### config.mk
export PLATFORM = sky130hd
export DESIGN_NAME = mem_stage_ctrl_flat
export DESIGN_NICKNAME = d
export VERILOG_FILES = /design/src/rtl/mem_stage_ctrl_if.sv /design/src/rtl/mem_stage_ctrl.sv /design/src/flat_wrapper.sv
export SDC_FILE = /design/constraint.sdc
export NUM_CORES = 1
export LEC_CHECK = 0
export ABC_AREA = 1
export CAP_MARGIN = 0
export CORE_ASPECT_RATIO = 0.8
export CORE_UTILIZATION = 51
export CTS_BUF_LIST = sky130_fd_sc_hd__clkbuf_4
export CTS_CLUSTER_SIZE = 16
export DETAILED_ROUTE_END_ITERATION = 7
export PLACE_DENSITY = 0.95
export SETUP_SLACK_MARGIN = 0.5
export SYNTH_ARGS = -nofsm -noshare
export SYNTH_HDL_FRONTEND = slang
export SYNTH_SLANG_ARGS = --single-unit
### constraint.sdc
create_clock -name clk -period 2.8 [get_ports clk]
set_input_delay 0.56 -clock clk [delete_from_list [all_inputs] [get_ports clk]]
set_output_delay 0.56 -clock clk [all_outputs]
set_load 0.01 [all_outputs]
### src/rtl/mem_stage_ctrl_if.sv
// Data-memory bus between the memory-stage controller and the data memory.
// The controller is the master. It issues req/we/addr/wdata and holds them
// stable until ready is seen. The memory is the slave and returns ready, plus
// rdata for reads.
interface mem_stage_ctrl_if;
    logic        req;
    logic        we;
    logic [31:0] addr;
    logic [31:0] wdata;
    logic        ready;
    logic [31:0] rdata;

    modport master (
        output req,
        output we,
        output addr,
        output wdata,
        input  ready,
        input  rdata
    );

    modport slave (
        input  req,
        input  we,
        input  addr,
        input  wdata,
        output ready,
        output rdata
    );
endinterface

### src/rtl/mem_stage_ctrl.sv
// Memory-stage controller.
// It takes the EX/MEM pipeline register outputs and drives the data-memory
// bus through a valid/ready handshake. While an access is outstanding it
// stalls the upstream stages. It also resolves branch/jump redirects and
// registers results into the MEM/WB boundary.
//
// An access that completes in the cycle it is issued costs no stall. An access
// that has to wait has all of its EX/MEM fields latched, so the bus request
// and the eventual write-back do not depend on the held upstream registers. A
// wait that runs too long is aborted. In that case the load data is forced to
// zero and a sticky error flag is set.
module mem_stage_ctrl #(
    parameter int unsigned TIMEOUT_CYCLES = 255,
    parameter int unsigned CNT_W          = 16
) (
    input  logic                    clk,
    input  logic                    reset,
    input  logic [31:0]             adder_in,
    input  logic [31:0]             alu_result_in,
    input  logic                    zero_in,
    input  logic [31:0]             writedata_in,
    input  logic [4:0]              rd_in,
    input  logic                    branch_in,
    input  logic                    memtoreg_in,
    input  logic                    memwrite_in,
    input  logic                    regwrite_in,
    input  logic                    addermuxselect_in,
    mem_stage_ctrl_if.master        dmem,
    output logic                    stall,
    output logic                    flush,
    output logic [31:0]             pc_target,
    output logic [31:0]             wb_data,
    output logic [4:0]              wb_rd,
    output logic                    wb_regwrite,
    output logic                    err_misalign,
    output logic                    err_timeout
);

    // The last wait cycle allowed before the access is abandoned.
    localparam logic [CNT_W-1:0] CNT_LAST_C = CNT_W'(TIMEOUT_CYCLES - 1);
    localparam logic [CNT_W-1:0] CNT_ONE_C  = CNT_W'(1);
    localparam logic [CNT_W-1:0] CNT_ZERO_C = CNT_W'(0);

    typedef enum logic [0:0] {
        IDLE_S = 1'b0,
        WAIT_S = 1'b1
    } state_t;

    state_t             state_r;
    logic [CNT_W-1:0]   cnt_r;

    // Request and write-back context held while the bus access is outstanding.
    logic               lat_we_r;
    logic [31:0]        lat_addr_r;
    logic [31:0]        lat_wdata_r;
    logic [4:0]         lat_rd_r;
    logic               lat_regwrite_r;
    logic               lat_is_load_r;
    logic               lat_redirect_r;
    logic [31:0]        lat_target_r;

    // Decode of the instruction currently sitting in EX/MEM.
    logic               mem_op_s;
    logic               is_store_s;
    logic               is_load_s;
    logic               redirect_s;
    logic               misalign_s;

    // Per-cycle events and the next MEM/WB contents.
    logic               complete_s;
    logic               start_wait_s;
    logic               abort_s;
    logic               sel_redirect_s;
    logic [31:0]        sel_target_s;
    logic [31:0]        nxt_wb_data_s;
    logic [4:0]         nxt_wb_rd_s;
    logic               nxt_wb_regwrite_s;

    // Decode the EX/MEM control bits. A load+store combination counts as a store.
    always_comb begin
        mem_op_s   = memtoreg_in | memwrite_in;
        is_store_s = memwrite_in;
        is_load_s  = memtoreg_in & ~memwrite_in;
        redirect_s = (branch_in & zero_in) | addermuxselect_in;
        misalign_s = mem_op_s & (alu_result_in[1:0] != 2'b00);
    end

    // Bus drive, stall/flush generation and selection of the next MEM/WB values.
    always_comb begin
        dmem.req          = 1'b0;
        dmem.we           = 1'b0;
        dmem.addr         = 32'h0000_0000;
        dmem.wdata        = 32'h0000_0000;
        stall             = 1'b0;
        flush             = 1'b0;
        pc_target         = 32'h0000_0000;
        complete_s        = 1'b0;
        start_wait_s      = 1'b0;
        abort_s           = 1'b0;
        sel_redirect_s    = 1'b0;
        sel_target_s      = 32'h0000_0000;
        nxt_wb_data_s     = wb_data;
        nxt_wb_rd_s       = wb_rd;
        nxt_wb_regwrite_s = 1'b0;
        if (!reset) begin
            case (state_r)
                IDLE_S: begin
                    sel_redirect_s    = redirect_s;
                    sel_target_s      = adder_in;
                    nxt_wb_rd_s       = rd_in;
                    nxt_wb_regwrite_s = regwrite_in & ~misalign_s;
                    if (mem_op_s && !misalign_s) begin
                        dmem.req   = 1'b1;
                        dmem.we    = is_store_s;
                        dmem.addr  = alu_result_in;
                        dmem.wdata = writedata_in;
                        if (dmem.ready) begin
                            complete_s    = 1'b1;
                            nxt_wb_data_s = is_load_s ? dmem.rdata : alu_result_in;
                        end else begin
                            stall        = 1'b1;
                            start_wait_s = 1'b1;
                        end
                    end else begin
                        // A non-memory op or a misaligned op completes with no bus access.
                        // A misaligned load has no data to return, so it writes back zero.
                        complete_s    = 1'b1;
                        nxt_wb_data_s = is_load_s ? 32'h0000_0000 : alu_result_in;
                    end
                end
                WAIT_S: begin
                    dmem.req          = 1'b1;
                    dmem.we           = lat_we_r;
                    dmem.addr         = lat_addr_r;
                    dmem.wdata        = lat_wdata_r;
                    sel_redirect_s    = lat_redirect_r;
                    sel_target_s      = lat_target_r;
                    nxt_wb_rd_s       = lat_rd_r;
                    nxt_wb_regwrite_s = lat_regwrite_r;
                    if (dmem.ready) begin
                        complete_s    = 1'b1;
                        nxt_wb_data_s = lat_is_load_r ? dmem.rdata : lat_addr_r;
                    end else if (cnt_r == CNT_LAST_C) begin
                        complete_s    = 1'b1;
                        abort_s       = 1'b1;
                        nxt_wb_data_s = lat_is_load_r ? 32'h0000_0000 : lat_addr_r;
                    end else begin
                        stall = 1'b1;
                    end
                end
                default: begin
                    stall = 1'b0;
                end
            endcase
            // Redirect only on the completion cycle, so the flush never overlaps a stall.
            flush     = complete_s & sel_redirect_s;
            pc_target = flush ? sel_target_s : 32'h0000_0000;
        end else begin
            stall = 1'b0;
        end
    end

    // State machine, wait counter, access context, MEM/WB register and sticky errors.
    always_ff @(posedge clk) begin
        if (reset) begin
            state_r        <= IDLE_S;
            cnt_r          <= CNT_ZERO_C;
            lat_we_r       <= 1'b0;
            lat_addr_r     <= 32'h0000_0000;
            lat_wdata_r    <= 32'h0000_0000;
            lat_rd_r       <= 5'd0;
            lat_regwrite_r <= 1'b0;
            lat_is_load_r  <= 1'b0;
            lat_redirect_r <= 1'b0;
            lat_target_r   <= 32'h0000_0000;
            wb_data        <= 32'h0000_0000;
            wb_rd          <= 5'd0;
            wb_regwrite    <= 1'b0;
            err_misalign   <= 1'b0;
            err_timeout    <= 1'b0;
        end else begin
            case (state_r)
                IDLE_S: begin
                    cnt_r <= CNT_ZERO_C;
                    if (start_wait_s) begin
                        state_r        <= WAIT_S;
                        lat_we_r       <= is_store_s;
                        lat_addr_r     <= alu_result_in;
                        lat_wdata_r    <= writedata_in;
                        lat_rd_r       <= rd_in;
                        lat_regwrite_r <= regwrite_in;
                        lat_is_load_r  <= is_load_s;
                        lat_redirect_r <= redirect_s;
                        lat_target_r   <= adder_in;
                    end else begin
                        state_r <= IDLE_S;
                    end
                end
                WAIT_S: begin
                    if (complete_s) begin
                        state_r <= IDLE_S;
                        cnt_r   <= CNT_ZERO_C;
                    end else begin
                        state_r <= WAIT_S;
                        cnt_r   <= cnt_r + CNT_ONE_C;
                    end
                end
                default: begin
                    state_r <= IDLE_S;
                    cnt_r   <= CNT_ZERO_C;
                end
            endcase

            // A stalled cycle leaves a bubble: data and rd hold, and the write enable drops.
            if (complete_s) begin
                wb_data     <= nxt_wb_data_s;
                wb_rd       <= nxt_wb_rd_s;
                wb_regwrite <= nxt_wb_regwrite_s;
            end else begin
                wb_regwrite <= 1'b0;
            end

            if (misalign_s && (state_r == IDLE_S)) begin
                err_misalign <= 1'b1;
            end else begin
                err_misalign <= err_misalign;
            end

            if (abort_s) begin
                err_timeout <= 1'b1;
            end else begin
                err_timeout <= err_timeout;
            end
        end
    end

endmodule
### src/flat_wrapper.sv
// flat-port wrapper written by rule: the top's interface ports become plain ports
module mem_stage_ctrl_flat 
#(
    parameter int unsigned TIMEOUT_CYCLES = 255,
    parameter int unsigned CNT_W          = 16
)
  (clk, reset, adder_in, alu_result_in, zero_in, writedata_in, rd_in, branch_in, memtoreg_in, memwrite_in, regwrite_in, addermuxselect_in, stall, flush, pc_target, wb_data, wb_rd, wb_regwrite, err_misalign, err_timeout, dmem_req, dmem_we, dmem_addr, dmem_wdata, dmem_ready, dmem_rdata);
  mem_stage_ctrl_if dmem_i ();
  input  logic clk;
  input  logic reset;
  input  logic [31:0] adder_in;
  input  logic [31:0] alu_result_in;
  input  logic zero_in;
  input  logic [31:0] writedata_in;
  input  logic [4:0] rd_in;
  input  logic branch_in;
  input  logic memtoreg_in;
  input  logic memwrite_in;
  input  logic regwrite_in;
  input  logic addermuxselect_in;
  output logic stall;
  output logic flush;
  output logic [31:0] pc_target;
  output logic [31:0] wb_data;
  output logic [4:0] wb_rd;
  output logic wb_regwrite;
  output logic err_misalign;
  output logic err_timeout;
  output wire logic [$bits(dmem_i.req)-1:0] dmem_req;
  output wire logic [$bits(dmem_i.we)-1:0] dmem_we;
  output wire logic [$bits(dmem_i.addr)-1:0] dmem_addr;
  output wire logic [$bits(dmem_i.wdata)-1:0] dmem_wdata;
  input wire logic [$bits(dmem_i.ready)-1:0] dmem_ready;
  input wire logic [$bits(dmem_i.rdata)-1:0] dmem_rdata;
  assign dmem_req = dmem_i.req;
  assign dmem_we = dmem_i.we;
  assign dmem_addr = dmem_i.addr;
  assign dmem_wdata = dmem_i.wdata;
  assign dmem_i.ready = dmem_ready;
  assign dmem_i.rdata = dmem_rdata;
  mem_stage_ctrl #(.TIMEOUT_CYCLES(TIMEOUT_CYCLES), .CNT_W(CNT_W)) u_core (.clk(clk), .reset(reset), .adder_in(adder_in), .alu_result_in(alu_result_in), .zero_in(zero_in), .writedata_in(writedata_in), .rd_in(rd_in), .branch_in(branch_in), .memtoreg_in(memtoreg_in), .memwrite_in(memwrite_in), .regwrite_in(regwrite_in), .addermuxselect_in(addermuxselect_in), .dmem(dmem_i), .stall(stall), .flush(flush), .pc_target(pc_target), .wb_data(wb_data), .wb_rd(wb_rd), .wb_regwrite(wb_regwrite), .err_misalign(err_misalign), .err_timeout(err_timeout));
endmodule
==> flow_summary_export.csv, run 1 <==
group,metric,value,unit
placed_design,post_dp_cell_area,11470,um2
sta,setup_violations,0,
floorplan,dieArea,17180,um2
synth,synth_fp_nets,1371,
floorplan,rows,41,
placed_design,dpl_worst_slack,-0.3080,ns
synth,yosysSeqAreaShare,0.3819,
cts,cts_sinks,162,
synth,synthTopCellsByArea,"dfxtp_1 (38%), nand2_1 (14%), nand3_1 (9.7%)",
setup_path,startpoint,"u_core.cnt_r[0]",
synth,synth_commonest_cells,"nand2_1 (313), nor2_1 (167), nand3_1 (165), dfxtp_1 (162), o21ai_0 (67)",
setup_path,path_class,"flop to output port",
synth,yosys.area.top_type,"dfxtp_1",
cells_and_area,area_delta_synth_final,42.72,%
synth,yosysUniqueCellTypes,32,
synth,yosysTopAreaCellShare,0.3819,
setup_path,critPathArrivalTime,2.17,ns
global_routing,grt_overflow,0,
floorplan,core_area,16010,um2
sta,maxSlewHeadroom,0.2478,
synth,yosysMostFrequentCell,"nand2_1",
setup_path,cp-start-kind,"flop",
detailed_routing,totalWireLength,32240,um
worst_hold_path,hp-class,"input pin to flop",
placed_design,portBuffers,281,
pwr,p_per_area,395.7,nW/um2
floorplan,die_w,146.3,um
setup_path,cp.required,2.24,ns
sta,fin_skew,0.02164,ns
cells_and_area,nets,1645,
global_routing,antenna_found_initial,1,
sta,worstMarginPinSlew,1.128,ns
setup_path,timing.rr.start,"u_core.lat_is_load_r",
sta,fin_crit,2.730,ns
setup_path,end_kind,"output port",
sta,drv_slew,0,
cts,clk_latency,0.58,ns
sta,setup_ws,0.07049,ns
synth,ys_ff_latch,162,
setup_path,max_stage_delay,0.35,ns
synth,synth_area,8493,um2
setup_path,cpLargestDelayFamily,"simple AND/OR/NAND/NOR gates",
cts,cts_buffers,17,
pwr,leakagePower,5.375,nW
outcome,status,"finished clean",
pwr,peakVddDrop,0.0003465,V
floorplan,dieHeight,117.4,um
placed_design,dp_hpwl,19170,um
sta,whs,0.4595,ns
global_routing,grt_pass1_vias,9470,
synth,synthCells,1227,
synth,ys.flop_type,"dfxtp_1",
run,maxCapViolCount,0,
cts,htreeDepth,4,
cells_and_area,finalInstanceArea,12120,um2
cts,cts_root_buffer,"clkbuf_4",
detailed_routing,vias,10260,
cells_and_area,diodes,0,
synth,async_flop_share,0,
cts,cts_tree,"done",
sta,setup_tns,0,ns
floorplan,pin_count,282,
floorplan,start_util,0.5306,
global_routing,grt_pass1_wl,48920,um
cells_and_area,drive_above_1_share,0.1678,
pwr,finalPower,4.796,mW
setup_path,path_cells,"inv_2, ha_4, nand2_2, inv_2, nand2_1, nor2_1, nand2_1, nand3_2, nand3_4, buf_12, buf_12, nor2_4, buf_6",
cells_and_area,finalNonFillerCells,1729,
sta,finalHoldViolCount,0,
sta,max_freq,0.3664,GHz
detailed_routing,wl_per_cell,18.64,um
detailed_routing,drc_errors,0,
setup_path,path_max_fanout,6,
sta,grt_setup_unrepaired,"true",
detailed_routing,firstDrtPassIters,7,
placed_design,dp.cells,1659,
global_routing,grt_max_degree,112,
setup_path,critPathSlowestCell,"dfxtp_2",
synth,synth_edf_count,0,
sta,period_share,0.9748,
synth,yosys_warnings,0,
global_routing,grt_usage,0.3550,
placed_design,place.gp.congestion,0.9294,
cts,clockBufferDepth,2,
detailed_routing,viasPerCell,5.936,
cells_and_area,fin_util,0.7573,
cts,path_clk_slew,0.13,ns
setup_path,path_buf_inv,5,
detailed_routing,initialDrtViolationCount,1097,
worst_hold_path,hold_path.startpoint,"reset",
detailed_routing,final_antenna_net_count,0,
synth,syn_avg_cell_area,6.922,um2
-- worst min-delay path: cells and delay by family --
kind	cells	cell delay, ns
buf+inv	2	0.36
compound gates	1	0.05
-- placed cells by master, fill, tap and decap left out, drive strengths merged --
master         count
clkdlybuf4s15      4
nand4             40
nor3               4
nand2            315
mux2i             32
bufbuf             4
a21oi             21
a21o               1
xor2               4
buf              134
nand3            167
a32o              32
dlygate4sd2        3
clkinvlp           3
clkdlybuf4s50    176
inv               67
o21ai             78
clkinv             6
nand3b             3
xnor2              4
ha                 2
clkbuf            53
nor2             168
dfxtp            162
o21a               1
a22o              30
-- cell families (layout without fill, tap and decap cells) --
family | after synthesis | in the layout | share of synthesized area
AOI/OAI and AO/OA | 163 | 163 | 0.1301
buffers and inverters | 163 | 450 | 0.09016
and+or+nand+nor | 697 | 697 | 0.3490
xor gates and xnor gates | 8 | 8 | 0.008249
muxes | 32 | 32 | 0.03771
DFF | 162 | 162 | 0.3819
adders and majority gates | 2 | 2 | 0.002946
-- metal layers --
metal  vias to the layer above  share of wire  global-route usage
li1                       4675              -                   -
met1                      4633           0.36              0.4254
met2                       786           0.47              0.5842
met3                       167           0.12             0.09961
met4                         2          0.048              0.1725
met5                         -        0.00053                   0
-- what timing repair did --
action | CTS | global route
hold buffers | 0 | 0
setup endpoints to repair | 100 | 100
resized for setup | 247 | 213
cloned | 10 | 4
hold endpoints to repair | 0 | 0
pin swaps | 8 | 9
buffers inserted | 15 | 9
-- state kept, by name, summed over array words and instances (netlist names), 5 cells and up --
register and cells:
u_core.lat_addr_r 32, u_core.lat_target_r 32, u_core.wb_data 32, u_core.lat_rd_r 5, u_core.cnt_r 16, u_core.lat_wdata_r 32, u_core.wb_rd 5
-- path summary, 6_finish.rpt --
path,to,slack (ns),depth (start not counted)
setup / recovery,pc_target[3],0.07,13
hold reg to reg,u_core.lat_rd_r[2],0.46,2
hold / removal,u_core.lat_we_r,0.46,3
setup reg to reg,u_core.wb_data[7],0.91,8
-- area by class of cell --
type	instances	area (um2)
Tap cell	215	269.0
Sequential cell	162	3252
Inverter	62	242.7
Fill cell	1196	3884
Timing Repair Buffer	356	3481
Clock inverter	14	106.4
Clock buffer	18	135.1
Multi-Input combinational cell	902	4636
-- power breakdown --
group	internal (mW)	leakage, nW	switching (mW)	total, mW
Clock	0.372	0.128	0.924	1.30
Combinational	0.525	3.92	0.525	1.05
Sequential	2.39	1.32	0.0579	2.45
Power figures use the tool's default switching activity.
==> run 2, diff against run 1 <==
--- a/config.mk
+++ b/config.mk
@@ -13,6 +13,7 @@
 export CTS_CLUSTER_SIZE = 16
 export DETAILED_ROUTE_END_ITERATION = 7
 export PLACE_DENSITY = 0.95
+export REMOVE_ABC_BUFFERS = 1
 export SETUP_SLACK_MARGIN = 0.5
 export SYNTH_ARGS = -nofsm -noshare
 export SYNTH_HDL_FRONTEND = slang
==> flow_summary_export.csv, run 2 (synthesis results as in run 1) <==
group,metric,value,unit
global_routing,grt_max_degree,118,
setup_path,end_kind,"output port",
global_routing,grt_usage,0.4041,
cells_and_area,area_delta_synth_final,54.98,%
cells_and_area,finalNonFillerCells,1773,
detailed_routing,wl_per_cell,22.58,um
cts,path_clk_slew,0.12,ns
floorplan,rows,41,
cells_and_area,finalInstanceArea,13160,um2
setup_path,crit_end,"pc_target[1]",
detailed_routing,drc_errors,2,
cts,clk_latency,0.60,ns
sta,fin_skew,0.03807,ns
setup_path,startpoint,"u_core.cnt_r[0]",
placed_design,dpl_worst_slack,-0.2699,ns
sta,maxSlewHeadroom,0.1693,
cts,clockBufferDepth,2,
setup_path,path_max_fanout,4,
sta,setup_violations,19,
placed_design,post_dp_cell_area,11510,um2
cells_and_area,fillers,884,
detailed_routing,initialDrtViolationCount,1456,
setup_path,cp.required,2.24,ns
cells_and_area,fin_util,0.8224,
sta,grt_setup_unrepaired,"true",
floorplan,dieHeight,117.4,um
cts,cts_sinks,162,
detailed_routing,viasPerCell,6.482,
global_routing,grt_pass1_wl,54450,um
cells_and_area,layout_common_cells,"nand2_1 (306), clkdlybuf4s50_1 (176), nand3_1 (164), dfxtp_1 (157), nor2_1 (128)",
sta,finalHoldViolCount,0,
detailed_routing,firstDrtPassIters,8,
cts,cts_root_buffer,"clkbuf_4",
placed_design,place.gp.congestion,0.9213,
sta,max_freq,0.3431,GHz
floorplan,dieArea,17180,um2
setup_path,worstRegToRegCells,10,
pwr,peakVddDrop,0.0005880,V
floorplan,die_w,146.3,um
floorplan,pin_count,282,
sta,setup_tns,-0.7622,ns
cts,cts_tree,"done",
placed_design,portBuffers,281,
setup_path,r2r-end,"u_core.lat_wdata_r[27]",
setup_path,ff2ff_setup_slack,0.58,ns
detailed_routing,final_antenna_net_count,0,
cts,cts.hold.buffers_added,0,
cts,cts_buffers,17,
worst_hold_path,hp-class,"flop to flop",
cts,htreeDepth,4,
placed_design,dp_hpwl,19880,um
sta,fin_crit,2.914,ns
run,maxCapViolCount,0,
cells_and_area,nets,1686,
detailed_routing,vias,11490,
cells_and_area,final_common_cell,"nand2_1",
placed_design,dp.cells,1666,
global_routing,grt_overflow,0,
setup_path,critPathArrivalTime,2.35,ns
detailed_routing,totalWireLength,40030,um
outcome,violations,"DRC, setup timing",
setup_path,path_class,"flop to output port",
sta,worstMarginPinSlew,1.246,ns
pwr,p_per_area,388.9,nW/um2
sta,setup_ws,-0.1143,ns
pwr,leakagePower,5.867,nW
floorplan,core_area,16010,um2
sta,period_share,1.041,
global_routing,grt_pass1_vias,10320,
global_routing,antenna_found_initial,3,
floorplan,start_util,0.5306,
cells_and_area,drive_above_1_share,0.2174,
outcome,status,"complete, but fails checks",
setup_path,cp-start-kind,"flop",
setup_path,timing.rr.start,"u_core.state_r",
sta,drv_slew,0,
[run 2: cell count changes in the layout (fill, tap and decap cells not counted), sizes merged, moves of 3 or more]
cell and delta:
clkbuf -32, diode +3, clkdlybuf4s15 -4, buf +83
inv -5
[run 2: cell type report]
| class | instances | area, um2 | area share |
|---|---|---|---|
| diodes | 3 | 7.507 | 0.0005703 |
| well taps | 215 | 269.0 | 0.02044 |
| repair buffers | 397 | 4303 | 0.3269 |
| clock inverters | 11 | 112.6 | 0.008555 |
| flip-flops and latches | 162 | 3252 | 0.2471 |
| clock buffers | 21 | 157.7 | 0.01198 |
| inverters | 62 | 257.7 | 0.01958 |
| multi-input cells | 902 | 4803 | 0.3649 |
[run 2: metrics by stage]
step                total power, mW  hold WS [ns]
finish                        5.119        0.4591
global route                  5.257        0.4622
CTS                           4.910        0.4585
detailed placement            3.444        0.4434
global placement              3.421        0.4341
floorplan                     2.862        0.4266
[run 2: power breakdown]
group / switching (mW) / internal [mW]
logic: 0.610 / 0.607
clock network: 0.885 / 0.561
registers: 0.0635 / 2.39
total: 1.56 / 3.56
[run 2: worst max-delay path: stages (launching register included)]
cell and delay, ns:
dfxtp_2 0.35, inv_2 0.06, ha_4 0.13, nand2_2 0.05, inv_2 0.05, nand2_2 0.07, nor2_4 0.13, nand2_2 0.09
nand3_4 0.08, nand3_4 0.15, buf_16 0.20, buf_6 0.13, nor2_2 0.12, buf_2 0.16
[run 2: routing by layer]
| layer | global-route usage | part of all wire |
|---|---|---|
| met5 | 0 | 0 |
| met4 | 0.2487 | 0.091 |
| met3 | 0.1078 | 0.13 |
| met2 | 0.6622 | 0.44 |
| met1 | 0.4704 | 0.34 |
[run 2: worst min path at each step]
stage / startpoint / to / slack (ns) / cells past startpoint
6_report: u_core.lat_rd_r[3] / u_core.lat_rd_r[3] / 0.46 / 2
5_1_grt: reset / u_core.lat_is_load_r / 0.46 / 4
4_1_cts: alu_result_in[0] / u_core.wb_data[0] / 0.46 / 5
3_5_place_dp: u_core.lat_rd_r[3] / u_core.lat_rd_r[3] / 0.44 / 2
3_3_place_gp: u_core.lat_rd_r[0] / u_core.lat_rd_r[0] / 0.43 / 2
2_1_floorplan: u_core.lat_rd_r[0] / u_core.lat_rd_r[0] / 0.43 / 2
[run 2: what timing repair did]
item,CTS,global route
setup buffers,45,8
gates resized for setup,504,141
pin swaps,68,37
endpoints found under the hold margin,0,0
setup endpoints to repair,112,167
cloned,19,0
==> run 3, diff against run 2 <==
--- a/config.mk
+++ b/config.mk
@@ -14,7 +14,7 @@
 export DETAILED_ROUTE_END_ITERATION = 7
 export PLACE_DENSITY = 0.95
 export REMOVE_ABC_BUFFERS = 1
-export SETUP_SLACK_MARGIN = 0.5
 export SYNTH_ARGS = -nofsm -noshare
 export SYNTH_HDL_FRONTEND = slang
 export SYNTH_SLANG_ARGS = --single-unit
+export TNS_END_PERCENT = 5
==> constraint.sdc (replaced) <==
create_clock -name clk -period 2.8 [get_ports clk]
set_input_delay 0.42 -clock clk [delete_from_list [all_inputs] [get_ports clk]]
set_output_delay 0.42 -clock clk [all_outputs]
set_load 0.01 [all_outputs]
==> flow_summary_export.csv, run 3 (synthesis results as in run 1) <==
group,metric,value,unit
floorplan,pin_count,282,
setup_path,critPathArrivalTime,2.35,ns
worst_hold_path,hp-class,"input pin to flop",
cells_and_area,drive_above_1_share,0.06399,
placed_design,portBuffers,281,
global_routing,met2_usage,0.5372,
sta,max_freq,0.3616,GHz
detailed_routing,viasPerCell,5.736,
cts,cts.hold.buffers_added,0,
global_routing,grt_overflow,0,
cts,cts_setup_buffers,0,
cts,htreeDepth,4,
cts,cts_tree,"done",
cells_and_area,finalInstanceArea,11680,um2
setup_path,path_max_fanout,46,
cts,cts_root_buffer,"clkbuf_4",
cts,cts_sinks,162,
global_routing,grt_usage,0.3264,
setup_path,path_cells,"inv_2, buf_6, nor2_4, buf_12, a32o_1, clkdlybuf4s50_1",
cts,path_clk_slew,0.14,ns
cts,clk_latency,0.57,ns
sta,maxSlewHeadroom,0.4563,
cts,cts_buffers,17,
floorplan,start_util,0.5306,
floorplan,core_area,16010,um2
cells_and_area,nets,1600,
worst_hold_path,hold_path.startpoint,"writedata_in[17]",
sta,fin_skew,0.02774,ns
sta,fin_crit,2.765,ns
placed_design,dp.cells,1652,
placed_design,dp_hpwl,18930,um
outcome,status,"finished clean",
setup_path,max_stage_delay,0.54,ns
sta,grt_setup_unrepaired,"true",
global_routing,grt_pass1_vias,9110,
pwr,p_per_area,402.7,nW/um2
detailed_routing,wl_per_cell,16.96,um
floorplan,dieArea,17180,um2
setup_path,critPathSlowestCell,"clkdlybuf4s50_1",
setup_path,startpoint,"u_core.state_r",
global_routing,met1_usage,0.3919,
cells_and_area,area_delta_synth_final,37.49,%
global_routing,grt_pass1_wl,45110,um
setup_path,timing.rr.start,"u_core.state_r",
cells_and_area,final_common_cell,"nand2_1",
global_routing,antenna_found_initial,1,
cells_and_area,fillers,1211,
floorplan,rows,41,
detailed_routing,drc_errors,0,
floorplan,dieHeight,117.4,um
sta,finalHoldViolCount,0,
sta,drv_slew,0,
setup_path,cp.required,2.38,ns
placed_design,post_dp_cell_area,11390,um2
detailed_routing,totalWireLength,28580,um
run,maxCapViolCount,0,
global_routing,use_met3,0.08405,
detailed_routing,firstDrtPassIters,8,
setup_path,end_kind,"output port",
global_routing,busiest_layer,"met2",
detailed_routing,final_antenna_net_count,0,
pwr,peakVddDrop,0.0003285,V
setup_path,path_class,"flop to output port",
floorplan,die_w,146.3,um
cts,clockBufferDepth,2,
detailed_routing,initialDrtViolationCount,798,
global_routing,grt_max_degree,104,
sta,whs,0.4123,ns
setup_path,cp-start-kind,"flop",
cells_and_area,register_area,3248,um2
sta,worstMarginPinSlew,0.8147,ns
sta,period_share,0.9877,
detailed_routing,vias,9666,
pwr,leakagePower,5.465,nW
cells_and_area,finalNonFillerCells,1685,
cells_and_area,multi_input_area,4527,um2
sta,setup_violations,0,
placed_design,place.gp.congestion,0.9284,
cells_and_area,layout_common_cells,"nand2_1 (312), clkdlybuf4s50_1 (201), nand3_1 (165), nor2_1 (162), dfxtp_1 (160)",
==> run 3: critical path: cells and delay by family, from the launching register on <==
kind,cells,cell delay [ns]
DFF,1,0.42
and+or+nand+nor,1,0.14
AOI/OAI and AO/OA,1,0.19
buffers and inverters,4,1.02
==> run 3: timing repair <==
item	4_1_cts	5_1_grt
resized for setup	60	62
pin swaps	0	2
gates cloned	0	0
endpoints found under the setup margin	89	76
==> run 3: through the flow <==
step,TNS [ns],power [mW],utilization,worst slack [ns]
2_1_floorplan,-644.17,2.862,-,-4.417
3_3_place_gp,0,3.401,0.7119,0.05203
3_5_place_dp,-0.04978,3.423,0.7119,-0.03136
4_1_cts,-0.3017,4.707,0.7246,-0.1869
5_1_grt,-0.2052,4.899,0.7296,-0.05885
6_report,0,4.703,0.7296,0.03457
==> run 3: area by class of cell <==
class,count,area share
repair buffers,311,0.2684
clock buffers,20,0.01286
clock inverters,12,0.009322
flip-flops and latches,162,0.2782
multi-input cells,902,0.3877
diodes,1,0.0002143
inverters,62,0.02036
well taps,215,0.02304
==> run 3: per-layer routing <==
metal / vias to the layer above / part of all wire
met3: 95 / 0.11
met2: 612 / 0.46
met1: 4388 / 0.39
li1: 4571 / -
met4: 0 / 0.039
met5: - / 0
==> run 3: path summary, 6_finish.rpt <==
path / endpoint / slack (ns) / cells after the start
max: dmem_wdata[19] / 0.03 / 6
min: u_core.lat_wdata_r[17] / 0.41 / 3
max reg2reg: u_core.lat_rd_r[4] / 0.67 / 7
min reg2reg: u_core.cnt_r[0] / 0.44 / 1
==> run 3: where the power goes <==
| part | switching, mW | leakage [nW] | internal [mW] |
|---|---|---|---|
| sequential | 0.0525 | 1.32 | 2.39 |
| clock | 0.866 | 0.130 | 0.469 |
| combinational | 0.465 | 4.01 | 0.460 |
| total | 1.38 | 5.46 | 3.32 |
